## config.mk

```make
export PLATFORM = sky130hd
export DESIGN_NAME = writeback_buffer
export DESIGN_NICKNAME = d
export VERILOG_FILES = /design/src/rtl/writeback_buffer.sv
export SDC_FILE = /design/constraint.sdc
export NUM_CORES = 1
export LEC_CHECK = 0
export CAP_MARGIN = 20
export CORE_MARGIN = 3
export CORE_UTILIZATION = 45
export CTS_BUF_LIST = sky130_fd_sc_hd__clkbuf_8
export CTS_CLUSTER_SIZE = 10
export DETAILED_ROUTE_END_ITERATION = 12
export PLACE_DENSITY = 0.67
export SYNTH_ARGS = -nofsm -noshare
export SYNTH_HDL_FRONTEND = slang
export SYNTH_SLANG_ARGS = --single-unit
```

## constraint.sdc

```tcl
create_clock -name clk -period 6.6 [get_ports clk]
set_clock_uncertainty 0.15 [all_clocks]
set_input_delay 1.32 -clock clk [delete_from_list [all_inputs] [get_ports clk]]
set_output_delay 1.32 -clock clk [all_outputs]
set_load 0.02 [all_outputs]
```

## src/rtl/writeback_buffer.sv

```systemverilog
// Write-back queue in front of the register file: accepts results, drains one per cycle
// into the write port, and forwards the youngest still-pending value for rs/rt.
module writeback_buffer #(
    parameter int DEPTH  = 4,
    parameter int DATA_W = 32,
    parameter int ADDR_W = 5
) (
    input  logic                     clk,
    input  logic                     rst,
    input  logic                     in_valid,
    output logic                     in_ready,
    input  logic [ADDR_W-1:0]        in_reg,
    input  logic [DATA_W-1:0]        in_data,
    input  logic                     drain_en,
    output logic                     regWrite,
    output logic [ADDR_W-1:0]        writeReg,
    output logic [DATA_W-1:0]        writeData,
    input  logic [ADDR_W-1:0]        rs,
    input  logic [ADDR_W-1:0]        rt,
    output logic                     rs_hit,
    output logic [DATA_W-1:0]        rs_fwd,
    output logic                     rt_hit,
    output logic [DATA_W-1:0]        rt_fwd,
    output logic [$clog2(DEPTH):0]   count
);

    localparam int PTR_W = $clog2(DEPTH);
    localparam int CNT_W = PTR_W + 1;

    logic [DEPTH-1:0][ADDR_W-1:0] reg_mem_r;
    logic [DEPTH-1:0][DATA_W-1:0] data_mem_r;
    logic [DEPTH-1:0]             valid_r;
    logic [PTR_W-1:0]             wr_ptr_r;
    logic [PTR_W-1:0]             rd_ptr_r;
    logic [CNT_W-1:0]             count_r;

    logic                         in_ready_s;
    logic                         push_s;
    logic                         pop_s;
    logic [ADDR_W-1:0]            head_reg_s;
    logic [DATA_W-1:0]            head_data_s;
    logic [DATA_W:0]              rs_lookup_s;
    logic [DATA_W:0]              rt_lookup_s;

    // Scan oldest to youngest so the last match seen is the youngest pending write.
    function automatic logic [DATA_W:0] fwd_lookup(
        input logic [ADDR_W-1:0]             src,
        input logic [PTR_W-1:0]              rd_ptr,
        input logic [DEPTH-1:0]              vld,
        input logic [DEPTH-1:0][ADDR_W-1:0]  regs,
        input logic [DEPTH-1:0][DATA_W-1:0]  datas
    );
        logic              hit;
        logic [DATA_W-1:0] data;
        logic [PTR_W-1:0]  idx;
        hit  = 1'b0;
        data = {DATA_W{1'b0}};
        for (int i = 0; i < DEPTH; i++) begin
            idx = rd_ptr + PTR_W'(i);
            if (vld[idx] && (regs[idx] == src) && (src != {ADDR_W{1'b0}})) begin
                hit  = 1'b1;
                data = datas[idx];
            end else begin
                hit  = hit;
                data = data;
            end
        end
        return {hit, data};
    endfunction

    // Handshake, drain decision and head presentation.
    always_comb begin
        in_ready_s  = (count_r < CNT_W'(DEPTH));
        push_s      = in_valid && in_ready_s && (in_reg != {ADDR_W{1'b0}});
        pop_s       = drain_en && (count_r != {CNT_W{1'b0}});
        head_reg_s  = {ADDR_W{1'b0}};
        head_data_s = {DATA_W{1'b0}};
        if (count_r != {CNT_W{1'b0}}) begin
            head_reg_s  = reg_mem_r[rd_ptr_r];
            head_data_s = data_mem_r[rd_ptr_r];
        end else begin
            head_reg_s  = {ADDR_W{1'b0}};
            head_data_s = {DATA_W{1'b0}};
        end
    end

    // Forwarding looks only at stored entries, never at the incoming result.
    always_comb begin
        rs_lookup_s = fwd_lookup(rs, rd_ptr_r, valid_r, reg_mem_r, data_mem_r);
        rt_lookup_s = fwd_lookup(rt, rd_ptr_r, valid_r, reg_mem_r, data_mem_r);
    end

    // Output mapping.
    always_comb begin
        in_ready  = in_ready_s;
        regWrite  = pop_s;
        writeReg  = head_reg_s;
        writeData = head_data_s;
        rs_hit    = rs_lookup_s[DATA_W];
        rs_fwd    = rs_lookup_s[DATA_W-1:0];
        rt_hit    = rt_lookup_s[DATA_W];
        rt_fwd    = rt_lookup_s[DATA_W-1:0];
        count     = count_r;
    end

    // Queue storage, pointers and occupancy; push and pop never hit the same slot.
    always_ff @(posedge clk or negedge rst) begin
        if (!rst) begin
            reg_mem_r  <= '0;
            data_mem_r <= '0;
            valid_r    <= {DEPTH{1'b0}};
            wr_ptr_r   <= {PTR_W{1'b0}};
            rd_ptr_r   <= {PTR_W{1'b0}};
            count_r    <= {CNT_W{1'b0}};
        end else begin
            if (push_s) begin
                reg_mem_r[wr_ptr_r]  <= in_reg;
                data_mem_r[wr_ptr_r] <= in_data;
                valid_r[wr_ptr_r]    <= 1'b1;
                wr_ptr_r             <= wr_ptr_r + PTR_W'(1);
            end
            if (pop_s) begin
                valid_r[rd_ptr_r] <= 1'b0;
                rd_ptr_r          <= rd_ptr_r + PTR_W'(1);
            end
            case ({push_s, pop_s})
                2'b10:   count_r <= count_r + CNT_W'(1);
                2'b01:   count_r <= count_r - CNT_W'(1);
                default: count_r <= count_r;
            endcase
        end
    end

endmodule

```

Word level (Yosys, flattened, before mapping)
Cells that the tools add are included.
{ "word_totals": {"reg_bits": 159} }
{ "classes": {"n_addsub": 6, "order_cmp": 8, "n_eq_ne": 10, "muxes": 55, "bitwise": 3, "n_reduce_logical": 26} }
{ "op_table": {"columns": ["operator", "n"], "rows": [
  ["$mux W32", 14],
  ["$bmux W32 S2", 4],
  ["$bwmux W128", 1],
  ["$demux W32 S2", 1],
  ["$bmux W5 S2", 4],
  ["$eq A5 B5 Y1", 8],
  ["$mux W5", 6],
  ["$logic_and A1 B1 Y1", 21],
  ["$bwmux W20", 1],
  ["$lt A2 B3 Y1 const B", 5],
  ["$reduce_bool A5 Y1", 3],
  ["$mux W1", 14],
  ["$demux W5 S2", 1],
  ["$bmux W1 S2", 4],
  ["$mux W4", 2],
  ["$pmux W3 S2", 1],
  ["$add A2 B1 Y2 const B", 2],
  ["$add A2 B2 Y2 const B", 2],
  ["$and A4 B4 Y4", 1],
  ["$demux W1 S2", 2],
  ["$ge A2 B1 Y1 const B", 2],
  ["$not A4 Y4", 1],
  ["$or A4 B4 Y4", 1],
  ["$add A3 B1 Y3 const B", 1],
  ["other kinds (6)", 6]
]} }

Logic depth before layout (Yosys ltp)
{ "logic_depth": {"word_depth": 9, "depth_mapped": 18} }

Worst setup path before layout
OpenSTA, ideal clock, no wires.
{ "synth_path": {"kind": "register to output", "start": "register rd_ptr_r[1]", "end": "output rt_fwd[14]", "arrival_ns": 4.367, "required_time_ns": 5.130, "setup_slack_ns": 0.763, "stages_incl_launch_ff": 15, "n_path_buf": 6, "cell_sequence": "dfrtp_1 buf_2 buf_2 buf_1 clkbuf_1 inv_1 ha_1 buf_2 mux4_2 xnor2_1 nand4_1 nor2_1 clkbuf_1 mux2_2 a221o_1"} }
{ "synth_between": {"elab_chain_cells": 9} }
{ "synth_lines": {"columns": ["item", "line", "source"], "rows": [
  ["start, declared", "34", "logic [PTR_W-1:0] rd_ptr_r;"],
  ["start signal, assigned", "113", "rd_ptr_r <= {PTR_W{1'b0}};"],
  ["start signal, assigned", "124", "rd_ptr_r <= rd_ptr_r + PTR_W'(1);"],
  ["$add A2 B1 Y2 / $bmux W5 S2 (equally long branches)", "59, 60", null],
  ["$bmux W5 S2 / $mux W5 (equally long branches)", "60", "if (vld[idx] && (regs[idx] == src) && (src != {ADDR_W{1'b0}})) begin"],
  ["$mux W5 (not written as such) / $eq A5 B5 Y1 (equally long branches)", "60", null],
  ["$eq A5 B5 Y1 / $logic_and A1 B1 Y1 (equally long branches)", "60", null],
  ["$logic_and A1 B1 Y1", "60", null],
  ["$logic_and A1 B1 Y1 / $mux W32 (equally long branches)", "60", null],
  ["$mux W32 (2 in a row)", "60", null],
  ["$mux W32 *", "60", null],
  ["end, declared", "23", "output logic [DATA_W-1:0] rt_fwd,"]
]} }
Every way passes the cells marked *; elsewhere a longest branch is shown, timed or not. The select of a mux whose other input is x is not followed.

Final worst setup path
{ "layout_path": {"start": "register rd_ptr_r[1]", "end": "output rt_fwd[1]"} }
Same word-level chain as after synthesis.

==> impl_metrics.json <==
{
  "fillCellCount": 2242,
  "endpoint_kind": "output pin",
  "slowest_stage": "nor3_4",
  "crit_arrival_ns": 4.81,
  "required_ns": 5.13,
  "irDropWorstVdd_uv": 395,
  "report.final.hold_viol_count": 0,
  "fp.dieArea_sq_um": 29800,
  "post_cts_buffers": 0,
  "hpwl_um": 23200,
  "mostFrequentLayoutCells": "173 x mux2_2, 157 x dfrtp_1, 157 x clkdlybuf4s50_1",
  "setup.worst_path.start_class": "flip-flop",
  "yosysWarnings": 0,
  "synth-edff-count": 0,
  "drt_iter0_drc": 739,
  "postCtsHoldBufs": 0,
  "first_global_vias": 9460,
  "syn_avg_cell_area_sq_um": 13.1,
  "slew_headroom": 0.327,
  "path_cells": "inv_1 > ha_4 > mux4_2 > xnor2_1 > and4_1 > a22oi_2 > nor3_4 > buf_4 > a221o_1 > clkdlybuf4s50_1",
  "layout-drive-gt1-share": 0.362,
  "fin_crit_sh": 0.952,
  "dieHeight_um": 173,
  "rsz0062_at_grt": "no",
  "drcViolationCount": 0,
  "gr-total-overflow": 0,
  "cp.buffers_inverters": 3,
  "initial_core_util": 0.461,
  "viasPerCell": 6.40,
  "critical_path_class": "flip-flop to output pin",
  "h-tree-depth": 4,
  "tns_ns": 0,
  "clkTransAtPathRegs_ns": 0.10,
  "cpPeakStageDelay_ns": 0.61,
  "grt_pass1_wl_um": 55800,
  "power.density_nw_per_um2": 620,
  "ioPinCount": 159,
  "rows": 60,
  "p_leak_uw": 0.00550,
  "place.gp.congestion": 0.845,
  "via_count": 9260,
  "cp_max_fo": 23,
  "insertion_delay_ns": 0.46,
  "synth_ff_type": "dfrtp_1",
  "synth_area_sq_um": 12500,
  "finalSetupViolCount": 0,
  "synth_largest_area_cell": "dfrtp_1",
  "layout_min_cycle_time_ns": 6.28,
  "ys_types": 52,
  "nNetsFinal": 1124,
  "run_status": "complete, no violations",
  "grt_usage": 0.236,
  "crit_family": "buffers and inverters",
  "syn_to_final_growth_pct": 18.4,
  "yosys-top-cells-area": "dfrtp_1 32%, mux4_2 25%, mux2_2 16%",
  "maxSlewViolCount": 0,
  "ys_async_sr_fraction": 1.00,
  "n_antenna_cell": 0,
  "wl_per_cell_um": 24.0,
  "die_x_um": 173,
  "cts_tree": "built",
  "portBuffers": 158,
  "ant_nets": 0,
  "final_area_sq_um": 14800,
  "layout_commonest_cell": "mux2_2",
  "grt_max_degree": 133,
  "cts_resized": 0,
  "numCtsBuffers": 17,
  "syn_inst": 955,
  "hold_class": "flip-flop to flip-flop",
  "dpl_cell_area_sq_um": 14400,
  "core_sq_um": 27100,
  "timing.fmax_mhz": 159,
  "synth_top_cell_area_share": 0.318,
  "routed_wirelength_um": 34800,
  "maxCapViolCount": 0,
  "utilization": 0.546,
  "antenna_found_initial": 0,
  "ys_seq_area_frac": 0.318,
  "clockRootBuffer": "clkbuf_8",
  "first_pass_iters": 5,
  "syn_nets": 1016,
  "worstMarginPinSlew_ns": 1.01,
  "holdWs_ns": 0.412,
  "numClockSinks": 159,
  "clock_path_buffers": 2,
  "ys_ff_latch": 159
}
logic make-up after synthesis:
group | after synthesis | share of synthesized area
muxes | 356 | 0.458
adders and majority gates | 10 | 0.0106
and+or+nand+nor | 184 | 0.0791
buffers and inverters | 112 | 0.0411
AOI/OAI and AO/OA | 89 | 0.0610
xor gates and xnor gates | 45 | 0.0315
DFF | 159 | 0.318
registers in the layout (all words and copies together), names as in the netlist:
signal and cells:
data_mem_r 128, reg_mem_r 20, valid_r 4, count 3, rd_ptr_r 2, wr_ptr_r 2
worst paths after layout:
path,start,to,slack [ns],depth (start not counted)
max,rd_ptr_r[1],rt_fwd[1],0.32,10
min,count[0],count[0],0.41,1
max reg2reg,count[0],count[2],3.71,9
min reg2reg,count[0],count[0],0.41,1
max in group asynchronous,rst,data_mem_r[79],4.31,3
min in group asynchronous,rst,data_mem_r[93],0.59,1
stage by stage:
step | setup slack [ns] | total power (uW) | std cells
2_1_floorplan | 0.763 | 6600 | 955
3_3_place_gp | 0.697 | 8330 | 1415
3_5_place_dp | 0.671 | 8410 | 1415
4_1_cts | 0.281 | 9200 | 1446
5_1_grt | 0.0299 | 9790 | 1447
6_report | 0.319 | 9170 | 1447
area by class of cell:
type | count | area (sq um) | area share
multi-input combinational | 684 | 8060 | 0.545
tap | 372 | 465 | 0.0315
clock inverter | 14 | 175 | 0.0118
clock buffer | 17 | 234 | 0.0158
inverter | 20 | 75.1 | 0.00507
sequential | 159 | 3990 | 0.269
timing repair buffer | 181 | 1800 | 0.122
cell usage after synthesis, types with 2 or more instances:
| master | instances |
|---|---|
| a211oi_1 | 6 |
| dfrtp_1 | 159 |
| nor4_4 | 2 |
| nor2_1 | 19 |
| a221o_1 | 29 |
| clkbuf_1 | 41 |
| buf_4 | 4 |
| a21oi_1 | 2 |
| xnor2_1 | 37 |
| a2111oi_0 | 2 |
| buf_6 | 3 |
| o221a_2 | 2 |
| xor2_1 | 8 |
| and2_1 | 27 |
| buf_2 | 32 |
| nand2_1 | 56 |
| mux2_2 | 173 |
| mux4_2 | 139 |
| nor3_1 | 7 |
| buf_1 | 11 |
| o2bb2ai_1 | 2 |
| mux2i_1 | 31 |
| inv_1 | 20 |
| ha_1 | 9 |
| or2_2 | 3 |
| or3_1 | 5 |
| nand4_1 | 7 |
| o22ai_1 | 2 |
| and3_1 | 2 |
| mux4_1 | 13 |
| o21ai_0 | 7 |
| a22oi_1 | 4 |
| o221ai_1 | 21 |
| nand3_1 | 15 |
| o211ai_1 | 7 |
| nor2b_1 | 32 |
routing by layer:
layer / track usage / vias up / share of wire
met5: 0 / - / 0
met4: 0.0679 / 0 / 0.019
met3: 0.0578 / 42 / 0.085
met2: 0.376 / 407 / 0.47
met1: 0.325 / 4823 / 0.42
li1: - / 3988 / -
report_power, final:
group	internal [uW]	switching, uW	total [uW]	leakage, uW
Clock	349	416	765	0.000201
Combinational	3420	2950	6360	0.00339
Sequential	1470	573	2050	0.00191
Total	5240	3930	9170	0.00550
worst reg2reg max path: cells and delay by family (launching register included):
kind / cells / cell delay, ns
xor+xnor: 2 / 0.28
buf+inv: 2 / 0.37
fa+ha+maj: 2 / 0.68
flops: 1 / 0.43
simple gates: 3 / 0.92
No activity file was read; power rests on OpenSTA's default activity.
